==> src/rtl/ppu_ri_v2.sv <==
// ppu_ri_v2 -- CPU-facing PPU register file for $2000-$2007.
// Decodes one access per /CS falling edge. Holds the scroll, control and mask
// latches, the open-bus latch with decay, the sprite RAM pointer, the vblank
// flag (including the $2002 read race) and a handshaked, timeout-guarded
// $2007 read path with optional palette bypass.
module ppu_ri_v2 #(
    parameter int SPR_RAM_AW   = 8,
    parameter int DECAY_CYCLES = 30000000,
    parameter int RD_TIMEOUT   = 15,
    parameter int PAL_BYPASS   = 1
) (
    input  logic                  clk_in,
    input  logic                  nrst_in,
    input  logic [2:0]            sel_in,
    input  logic                  ncs_in,
    input  logic                  r_nw_in,
    input  logic [7:0]            cpu_d_in,
    output logic [7:0]            cpu_d_out,
    input  logic [13:0]           vram_a_in,
    input  logic [7:0]            vram_d_in,
    input  logic                  vram_rd_ack_in,
    output logic                  vram_rd_req_out,
    output logic [7:0]            vram_d_out,
    output logic                  vram_wr_out,
    input  logic                  vblank_in,
    input  logic                  spr_ovf_in,
    input  logic                  spr0_hit_in,
    input  logic [7:0]            spr_ram_d_in,
    output logic [SPR_RAM_AW-1:0] spr_ram_a_out,
    output logic [7:0]            spr_ram_d_out,
    output logic                  spr_ram_wr_out,
    output logic [2:0]            fv_out,
    output logic [4:0]            vt_out,
    output logic                  v_out,
    output logic [2:0]            fh_out,
    output logic [4:0]            ht_out,
    output logic                  h_out,
    output logic                  s_out,
    output logic                  spr_pt_out,
    output logic                  spr_h_out,
    output logic                  inc_addr_out,
    output logic                  inc_addr_amt_out,
    output logic                  nvbl_en_out,
    output logic                  bg_en_out,
    output logic                  spr_en_out,
    output logic                  bg_clip_out,
    output logic                  spr_clip_out,
    output logic                  upd_cntrs_out,
    output logic                  rd_busy_out
);

    localparam int DCW = $clog2(DECAY_CYCLES + 1);
    localparam int TCW = (RD_TIMEOUT > 1) ? $clog2(RD_TIMEOUT + 1) : 1;
    localparam logic [DCW-1:0] DECAY_MAX  = DCW'(DECAY_CYCLES);
    localparam logic [DCW-1:0] DECAY_LAST = DCW'(DECAY_CYCLES - 1);
    localparam logic [TCW-1:0] TO_LAST    = TCW'(RD_TIMEOUT - 1);

    typedef enum logic [0:0] {
        RD_IDLE = 1'b0,
        RD_REQ  = 1'b1
    } rd_state_t;

    rd_state_t rd_state;

    logic                  q_ncs;
    logic                  q_vblank_in;
    logic                  q_vblank;
    logic                  q_spr0;
    logic                  q_ovf;
    logic                  q_byte_sel;
    logic [7:0]            q_open_bus;
    logic [DCW-1:0]        q_decay_cnt;
    logic [7:0]            q_cpu_d_out;
    logic [7:0]            q_rd_buf;
    logic                  q_pal_rd;
    logic [TCW-1:0]        q_to_cnt;
    logic [SPR_RAM_AW-1:0] q_spr_a;

    logic       trigger;
    logic       wr_trig;
    logic       rd_trig;
    logic       busy;
    logic       sel_2007;
    logic       bus_acc;
    logic       rd_2002;
    logic       rd_2007_acc;
    logic       wr_2007_acc;
    logic       ack_now;
    logic       vbl_rise;
    logic       pal_hit;
    logic       attr_sel;
    logic [7:0] spr_rd_data;
    logic [7:0] rd_data;
    logic       vram_a_unused;

    // Access decode: a trigger is the first clock in which /CS is seen low.
    // Reset gates the trigger and the handshake so nothing fires while held.
    assign trigger     = q_ncs & ~ncs_in & nrst_in;
    assign wr_trig     = trigger & ~r_nw_in;
    assign rd_trig     = trigger & r_nw_in;
    assign busy        = (rd_state == RD_REQ) & nrst_in;
    assign sel_2007    = (sel_in == 3'd7);
    assign bus_acc     = trigger & ~(sel_2007 & busy);
    assign rd_2002     = rd_trig & (sel_in == 3'd2);
    assign rd_2007_acc = rd_trig & sel_2007 & ~busy;
    assign wr_2007_acc = wr_trig & sel_2007 & ~busy;
    assign ack_now     = busy & vram_rd_ack_in;
    assign vbl_rise    = vblank_in & ~q_vblank_in;
    assign pal_hit     = (PAL_BYPASS != 0) && (vram_a_in[13:8] == 6'h3F);
    assign vram_a_unused = ^vram_a_in[7:0];

    // Attribute bytes (pointer[1:0]==2) have no storage in bits 4:2.
    assign attr_sel = (q_spr_a[1:0] == 2'd2);

    genvar gi;
    generate
        for (gi = 0; gi < 8; gi++) begin : g_spr_mask
            if (gi >= 2 && gi <= 4) begin : g_masked
                assign spr_rd_data[gi] = spr_ram_d_in[gi] & ~attr_sel;
            end else begin : g_pass
                assign spr_rd_data[gi] = spr_ram_d_in[gi];
            end
        end
    endgenerate

    // Value a read trigger returns, selected by register number.
    always_comb begin
        rd_data = q_open_bus;
        case (sel_in)
            3'd2:    rd_data = {q_vblank, q_spr0, q_ovf, q_open_bus[4:0]};
            3'd4:    rd_data = spr_rd_data;
            3'd7:    rd_data = pal_hit ? q_open_bus : q_rd_buf;
            default: rd_data = q_open_bus;
        endcase
    end

    // Strobes that must appear in the trigger/ack clock itself.
    assign cpu_d_out       = (~ncs_in & r_nw_in) ? q_cpu_d_out : 8'h00;
    assign vram_wr_out     = wr_2007_acc;
    assign vram_d_out      = wr_2007_acc ? cpu_d_in : 8'h00;
    assign inc_addr_out    = wr_2007_acc | ack_now;
    assign spr_ram_wr_out  = wr_trig & (sel_in == 3'd4);
    assign spr_ram_d_out   = spr_ram_wr_out ? cpu_d_in : 8'h00;
    assign spr_ram_a_out   = q_spr_a;
    assign vram_rd_req_out = busy;
    assign rd_busy_out     = busy;

    // Chip-select history and per-clock sampling of the status inputs.
    always_ff @(posedge clk_in) begin
        if (!nrst_in) begin
            q_ncs       <= 1'b1;
            q_vblank_in <= 1'b0;
            q_spr0      <= 1'b0;
            q_ovf       <= 1'b0;
        end else begin
            q_ncs       <= ncs_in;
            q_vblank_in <= vblank_in;
            q_spr0      <= spr0_hit_in;
            q_ovf       <= spr_ovf_in;
        end
    end

    // Vblank flag: a $2002 read landing on the rising edge suppresses it.
    always_ff @(posedge clk_in) begin
        if (!nrst_in) begin
            q_vblank <= 1'b0;
        end else if (!vblank_in) begin
            q_vblank <= 1'b0;
        end else if (rd_2002) begin
            q_vblank <= 1'b0;
        end else if (vbl_rise) begin
            q_vblank <= 1'b1;
        end
    end

    // Open-bus latch: reloaded by every serviced access, cleared after decay.
    always_ff @(posedge clk_in) begin
        if (!nrst_in) begin
            q_open_bus  <= 8'h00;
            q_decay_cnt <= '0;
        end else if (bus_acc) begin
            q_open_bus  <= r_nw_in ? rd_data : cpu_d_in;
            q_decay_cnt <= '0;
        end else if (q_decay_cnt != DECAY_MAX) begin
            q_decay_cnt <= q_decay_cnt + 1'b1;
            if (q_decay_cnt == DECAY_LAST) begin
                q_open_bus <= 8'h00;
            end
        end
    end

    // CPU read-data latch; a palette-bypass read is refreshed on the ack.
    always_ff @(posedge clk_in) begin
        if (!nrst_in) begin
            q_cpu_d_out <= 8'h00;
        end else if (bus_acc && r_nw_in) begin
            q_cpu_d_out <= rd_data;
        end else if (ack_now && q_pal_rd) begin
            q_cpu_d_out <= vram_d_in;
        end
    end

    // Control, mask and scroll latches with the shared $2005/$2006 toggle.
    always_ff @(posedge clk_in) begin
        if (!nrst_in) begin
            fv_out           <= 3'd0;
            vt_out           <= 5'd0;
            v_out            <= 1'b0;
            fh_out           <= 3'd0;
            ht_out           <= 5'd0;
            h_out            <= 1'b0;
            s_out            <= 1'b0;
            spr_pt_out       <= 1'b0;
            spr_h_out        <= 1'b0;
            inc_addr_amt_out <= 1'b0;
            nvbl_en_out      <= 1'b0;
            bg_en_out        <= 1'b0;
            spr_en_out       <= 1'b0;
            bg_clip_out      <= 1'b0;
            spr_clip_out     <= 1'b0;
            upd_cntrs_out    <= 1'b0;
            q_byte_sel       <= 1'b0;
        end else begin
            upd_cntrs_out <= 1'b0;
            if (wr_trig) begin
                case (sel_in)
                    3'd0: begin
                        nvbl_en_out      <= cpu_d_in[7];
                        spr_h_out        <= cpu_d_in[5];
                        s_out            <= cpu_d_in[4];
                        spr_pt_out       <= cpu_d_in[3];
                        inc_addr_amt_out <= cpu_d_in[2];
                        v_out            <= cpu_d_in[1];
                        h_out            <= cpu_d_in[0];
                    end
                    3'd1: begin
                        spr_en_out   <= cpu_d_in[4];
                        bg_en_out    <= cpu_d_in[3];
                        spr_clip_out <= cpu_d_in[2];
                        bg_clip_out  <= cpu_d_in[1];
                    end
                    3'd5: begin
                        if (!q_byte_sel) begin
                            fh_out <= cpu_d_in[2:0];
                            ht_out <= cpu_d_in[7:3];
                        end else begin
                            fv_out <= cpu_d_in[2:0];
                            vt_out <= cpu_d_in[7:3];
                        end
                        q_byte_sel <= ~q_byte_sel;
                    end
                    3'd6: begin
                        if (!q_byte_sel) begin
                            fv_out      <= {1'b0, cpu_d_in[5:4]};
                            v_out       <= cpu_d_in[3];
                            h_out       <= cpu_d_in[2];
                            vt_out[4:3] <= cpu_d_in[1:0];
                        end else begin
                            vt_out[2:0]   <= cpu_d_in[7:5];
                            ht_out        <= cpu_d_in[4:0];
                            upd_cntrs_out <= 1'b1;
                        end
                        q_byte_sel <= ~q_byte_sel;
                    end
                    default: ;
                endcase
            end else if (rd_2002) begin
                q_byte_sel <= 1'b0;
            end
        end
    end

    // Sprite RAM pointer: $2003 loads it, $2004 writes post-increment it.
    always_ff @(posedge clk_in) begin
        if (!nrst_in) begin
            q_spr_a <= '0;
        end else if (wr_trig && sel_in == 3'd3) begin
            q_spr_a <= cpu_d_in[SPR_RAM_AW-1:0];
        end else if (wr_trig && sel_in == 3'd4) begin
            q_spr_a <= q_spr_a + 1'b1;
        end
    end

    // $2007 read FSM: request held until ack or timeout, buffer on ack.
    always_ff @(posedge clk_in) begin
        if (!nrst_in) begin
            rd_state <= RD_IDLE;
            q_to_cnt <= '0;
            q_rd_buf <= 8'h00;
            q_pal_rd <= 1'b0;
        end else begin
            case (rd_state)
                RD_IDLE: begin
                    if (rd_2007_acc) begin
                        rd_state <= RD_REQ;
                        q_to_cnt <= '0;
                        q_pal_rd <= pal_hit;
                    end
                end
                RD_REQ: begin
                    if (vram_rd_ack_in) begin
                        q_rd_buf <= vram_d_in;
                        q_pal_rd <= 1'b0;
                        rd_state <= RD_IDLE;
                    end else if (q_to_cnt == TO_LAST) begin
                        q_pal_rd <= 1'b0;
                        rd_state <= RD_IDLE;
                    end else begin
                        q_to_cnt <= q_to_cnt + 1'b1;
                    end
                end
                default: rd_state <= RD_IDLE;
            endcase
        end
    end

endmodule
==> config.mk <==
export PLATFORM = sky130hd
export DESIGN_NAME = ppu_ri_v2
export DESIGN_NICKNAME = d
export VERILOG_FILES = /design/src/rtl/ppu_ri_v2.sv
export SDC_FILE = /design/constraint.sdc
export NUM_CORES = 1
export LEC_CHECK = 0
export CORE_MARGIN = 10
export CORE_UTILIZATION = 37
export DETAILED_ROUTE_END_ITERATION = 10
export GPL_ROUTABILITY_DRIVEN = 0
export PLACE_DENSITY_LB_ADDON = 0.05
export SKIP_LAST_GASP = 1
export SYNTH_ARGS = -nofsm -noshare
export SYNTH_HDL_FRONTEND = slang
export SYNTH_SLANG_ARGS = --single-unit
==> constraint.sdc <==
create_clock -name clk_in -period 2.3 [get_ports clk_in]
set_clock_uncertainty 0.05 [all_clocks]
set_input_delay 0.46 -clock clk_in [delete_from_list [all_inputs] [get_ports clk_in]]
set_output_delay 0.46 -clock clk_in [all_outputs]
set_load 0.01 [all_outputs]
# --- Word-level counts from Yosys, hierarchy flattened ---
# Cells that the tools add are included.
totals:
  ff_bits: 97
  out_inout_bits: 65
  mem_bits_ro: 0
  inputBits: 49
  latchBits: 0
  word_cells: 156
  ramBits: 0
  n_memories: 0
classes:
  n_bitwise: 30
  div_mod_pow: 0
  n_reduce_logical: 28
  eq_ne: 21
  n_mux: 43
  addsub: 3
  shift: 0
  order_cmp: 0
  multipliers: 0
ops:
  columns: ["op", "n"]
  rows:
  - ["8-bit 2-to-1 mux", 12]
  - ["25-bit by 1-bit adder with 25-bit output, second input constant", 1]
  - ["25-bit equality test, second input constant", 1]
  - ["25-bit != test, second input constant", 1]
  - ["8-bit one-hot mux with 3 select lines", 1]
  - ["5-bit one-hot mux with 2 select lines", 2]
  - ["1-bit bitwise AND", 19]
  - ["2-bit != test, second input constant", 8]
  - ["5-bit 2-to-1 mux", 3]
  - ["2-bit nonzero test", 7]
  - ["3-bit equality test, second input constant", 4]
  - ["1-bit 2-to-1 mux", 12]
  - ["4-bit 2-to-1 mux", 3]
  - ["2-bit AND reduction", 6]
  - ["3-bit AND reduction", 4]
  - ["4-bit AND reduction", 3]
  - ["1-bit NOT", 10]
  - ["3-bit 2-to-1 mux", 3]
  - ["8-bit by 1-bit adder with 8-bit output, second input constant", 1]
  - ["1-bit one-hot mux with 2 select lines", 4]
  - ["4-bit one-hot mux with 2 select lines", 1]
  - ["3-bit by 2-bit equality test with 1-bit output, second input constant", 2]
  - ["6-bit equality test, second input constant", 1]
  - ["3-bit one-hot mux with 2 select lines", 1]
  - ["11 further kinds", 15]

# --- Depth between registers and ports, before layout ---
depth:
  word_depth: 8
  ltp_mapped: 8
  ltp_nobuf: 7

# --- Least setup slack after synthesis ---
# No wires, ideal clock.
synth_timing:
  path_kind: "input-to-output"
  startpoint: "input nrst_in"
  endpoint: "output vram_d_out[0]"
  path_stages: 4
  arrival_time_ns: 1.702
  n_path_buf: 1
  slack_ns: 0.088
  t_required_ns: 1.790
  path_cell_list: "buf_4 nand4bb_4 nor3_1 and2_1"
synth_via:
  elab_chain_cells: 5
  word_cells_on_any_way: 7
  classes_between: "mux (1); bitwise (6)"
synth_lines:
  columns: ["element", "line_no", "source"]
  rows:
  - ["from (decl)", "13", "input logic nrst_in,"]
  - ["1-bit bitwise AND", "98", "assign trigger = q_ncs & ~ncs_in & nrst_in;"]
  - ["1-bit bitwise AND", "99", "assign wr_trig = trigger & ~r_nw_in;"]
  - ["1-bit bitwise AND", "106", "assign wr_2007_acc = wr_trig & sel_2007 & ~busy;"]
  - ["1-bit bitwise AND *", "106", null]
  - ["named net vram_wr_out", "24", "output logic vram_wr_out,"]
  - ["8-bit 2-to-1 mux *", "140", "assign vram_d_out = wr_2007_acc ? cpu_d_in : 8'h00;"]
  - ["to (decl)", "23", "output logic [7:0] vram_d_out,"]
# The timed path passes the listed nets; every way through them passes the cells marked *.

# --- Final worst setup path ---
layout_timing:
  startpoint: "input r_nw_in"
  endpoint: "output inc_addr_out"
layout_via:
  elab_chain_cells: 5
layout_lines:
  columns: ["element", "line_no", "source"]
  rows:
  - ["from (decl)", "16", "input logic r_nw_in,"]
  - ["1-bit NOT", "99", null]
  - ["1-bit bitwise AND", "99", null]
  - ["1-bit bitwise AND (2 in a row)", "106", null]
  - ["1-bit bitwise OR", "141", "assign inc_addr_out = wr_2007_acc | ack_now;"]
  - ["to (decl)", "41", "output logic inc_addr_out,"]
# No other way between the ends.

==> impl_results.md <==
* Nets at about 810
* Static leakage at about 2.8 nW
* Commonest non-fill, non-tap cells in the layout: 96 x dfxtp_1, 88 x buf_4, 75 x nor2_1, 72 x clkdlybuf4s50_1, 49 x nand2_1
* GRT overflow at 0
* Netlist cell types at 71
* Critical Path RT at roughly 1800 ps
* Die extent in x at 136 µm
* Register area share after synthesis at just under 40%
* Drt total wl at about 16 mm
* Number of flops mapped to enable cells by yosys at 0
* CTS tree: yes
* CTS Sinks at 97
* Max Buffers Root-to-Sink at 2
* Final setup viols at 0
* Row count at 42
* Layout Utilization at a little over half
* IO Count at about 110
* Core area at 0.0132 mm²
* DR vias at just under 5000
* Max-slew violation count at 0
* Hold WC Path Type: flip-flop to flip-flop
* Area delta synth->final at 41.2%
* Synth Area per Inst at 8.60 µm²
* DR WL/cell at 16.9 µm
* Ys Warns at 0
* Die area at roughly 0.019 mm²
* Commonest non-fill, non-tap cell in the layout: dfxtp_1
* Switching part of the total at ~25%
* Fin Hold WS at roughly 410 ps
* Detailed Place HPWL at between 10 and 15 mm
* Number of global-route vias before repair at between 4000 and 5000
* Relative slew margins at roughly 64%
* Ys flop type: dfxtp_1
* Synth Instances at 579
* Antenna violations before repair at 1
* H-tree level count at 3
* Clk_lat worst skew at between 300 and 400 ps
* Maximum number of pins on one net before global-route repair at 28
* VDD IR max at around 0.27 mV
* Clock power frac at between 30% and 40%
* RSZ-0062 raised after global routing: true
* Die height at 136 µm
* Net switching power of the design at roughly 900 µW
* CTS root buf: clkbuf_16
* Final hold vios at 0
* DRC at 0
* Arrival @ worst endpoint at between 1500 and 2000 ps
* Starting Density at between 30% and 40%
* Antenna-violating nets left at 0
* Share of layout cells above drive strength 1 at between 20% and 30%
* Crit. End Element: output port
* Total track usage at between 10% and 20%
* Combinational share of power at 12.2%
* Crit-path max FO at 5
* Via density at between 5 and 6
* Seq pwr share at a little under 50%
* Max-cap violations at 0
* Worst slew pin tran at about 530 ps
* First-pass GRT wire length at approximately 25 mm
* Max Clock Freq at approximately 440 MHz
* CTS Buf Count at 9
* Flops & latches, synth at 97
* Final worst path period need at approximately 2300 ps
* Int Pwr at roughly 2.7 mW
* Status: finished, final reports clean
* Element type at the critical path start: input pin
* Crit Path Category: input pin to output port
* Tcrit/Tclk final at between 90 and 100%
* Cell Area, Synth at between 0.004 and 0.005 mm²
* PwrDens at 510 mW/mm²
* Setup TNS at 0 ps
* Ys async rst share at 0%
* Hold buffer count at cts at 0
* Clock-pin transition on the worst setup and hold timing paths at about 70 ps
* Fill cells at about 1300
* Mapped Nets at ~630
* PortBufs at around 110
* Initial DRC Count at between 300 and 400
* Dpl ws at -571 ps
* TritonRoute pass-1 iters at 5
* Setup ws final at between 40 and 50 ps
## per-layer routing
layer	global-route usage [%]	up-vias	share of wire, %	routed length [µm]
li1	-	2445	-	-
met1	21.7	2330	46	7360
met2	26.6	130	46	7270
met3	5.13	11	6.8	1080
met4	3.91	0	0.83	131
met5	0	-	0	0
## worst max-delay path, stage by stage
cell and delay [ps]:
clkdlybuf4s15_2 250, nand4bb_4 280, nor3_4 180, buf_4 160, buf_6 110, buf_4 100
a21o_1 90, clkbuf_2 130
## flip-flops by register name, summed over array words and instances (netlist names), 3 cells and up
| register | cells |
|---|---|
| fv_out | 3 |
| spr_ram_a_out | 8 |
| vt_out | 5 |
| fh_out | 3 |
| q_open_bus | 8 |
| ht_out | 5 |
| q_rd_buf | 8 |
| q_to_cnt | 4 |
| q_decay_cnt | 25 |
| q_cpu_d_out | 8 |
## stage by stage
stage / std cells / power, mW / instance area, µm²
after floorplan: 579 / 1.96 / 4980
after global placement: 912 / 2.19 / 6740
after detailed placement: 912 / 2.19 / 6740
after CTS: 932 / 3.61 / 7050
after global routing: 934 / 3.72 / 7030
final: 935 / 3.59 / 7040
## power groups by stage
stage	combinational (mW)	sequential [mW]	clock [mW]
final	0.437	1.73	1.42
after detailed placement	0.430	1.76	0
after global placement	0.426	1.76	0
after global routing	0.475	1.73	1.52
after CTS	0.437	1.73	1.45
after floorplan	0.197	1.76	0
## timing repair
action                                  CTS  global route
gates cloned                              2             0
resized for setup                        55            17
setup buffers                             3             2
pin swaps                                 4             0
endpoints found under the setup margin   29            15
## synth_stat cells, types with 4 or more instances
master | count | area, µm²
o21ai_0 | 22 | 110
a21boi_0 | 7 | 52.6
and3_1 | 12 | 75.1
and4_1 | 5 | 43.8
nand2_1 | 49 | 184
nor3_1 | 7 | 35.0
and2_1 | 23 | 144
mux2_2 | 4 | 45.0
nor4_1 | 6 | 37.5
xnor2_1 | 13 | 114
xor2_1 | 6 | 52.6
nand3_1 | 17 | 85.1
o21a_1 | 4 | 30.0
mux2i_1 | 18 | 180
a21oi_1 | 34 | 170
nor2_1 | 75 | 282
ha_1 | 6 | 75.1
nand4_1 | 8 | 50.1
inv_1 | 13 | 48.8
o21ai_1 | 4 | 20.0
nor2b_1 | 6 | 37.5
a211oi_1 | 15 | 113
buf_4 | 6 | 45.0
buf_2 | 10 | 50.1
o221a_2 | 6 | 67.6
or3_1 | 5 | 31.3
a31oi_1 | 20 | 125
clkbuf_1 | 13 | 48.8
dfxtp_1 | 97 | 1940
## cell families (layout without fill, tap and decap cells)
| logic type | Yosys count | count (layout) | share of synthesized area, % |
|---|---|---|---|
| AO/OA/AOI/OAI | 142 | 142 | 19.8 |
| XOR/XNOR | 19 | 19 | 3.34 |
| adder cells (fa/ha/maj) | 6 | 6 | 1.51 |
| buffers and inverters | 49 | 227 | 4.85 |
| flip-flops | 97 | 97 | 39.0 |
| multiplexers | 22 | 22 | 4.52 |
| other | 0 | 1 | 0 |
| AND/OR/NAND/NOR | 244 | 245 | 27.0 |
## area by class of cell
cell class	instances	area [µm²]	area share, %
multi-input cells	434	2830	40.2
flip-flops and latches	97	1940	27.6
repair buffers	198	1710	24.3
clock buffers	11	243	3.45
well taps	176	220	3.13
inverters	14	52.6	0.747
clock inverters	4	30.0	0.427
diodes	1	2.50	0.0356
## worst paths after layout
kind,slack [ps],depth (start not counted),to,start
worst max-delay path,40,8,inc_addr_out,r_nw_in
worst min-delay path,410,2,fh_out[2]$_SDFFE_PN0P_,fh_out[2]$_SDFFE_PN0P_
worst max register to register,300,6,q_open_bus[5]$_SDFFE_PN0P_,q_decay_cnt[12]$_SDFFE_PP0P_
worst min register to register,410,2,fh_out[2]$_SDFFE_PN0P_,fh_out[2]$_SDFFE_PN0P_
(Power assumes the default switching activity.)
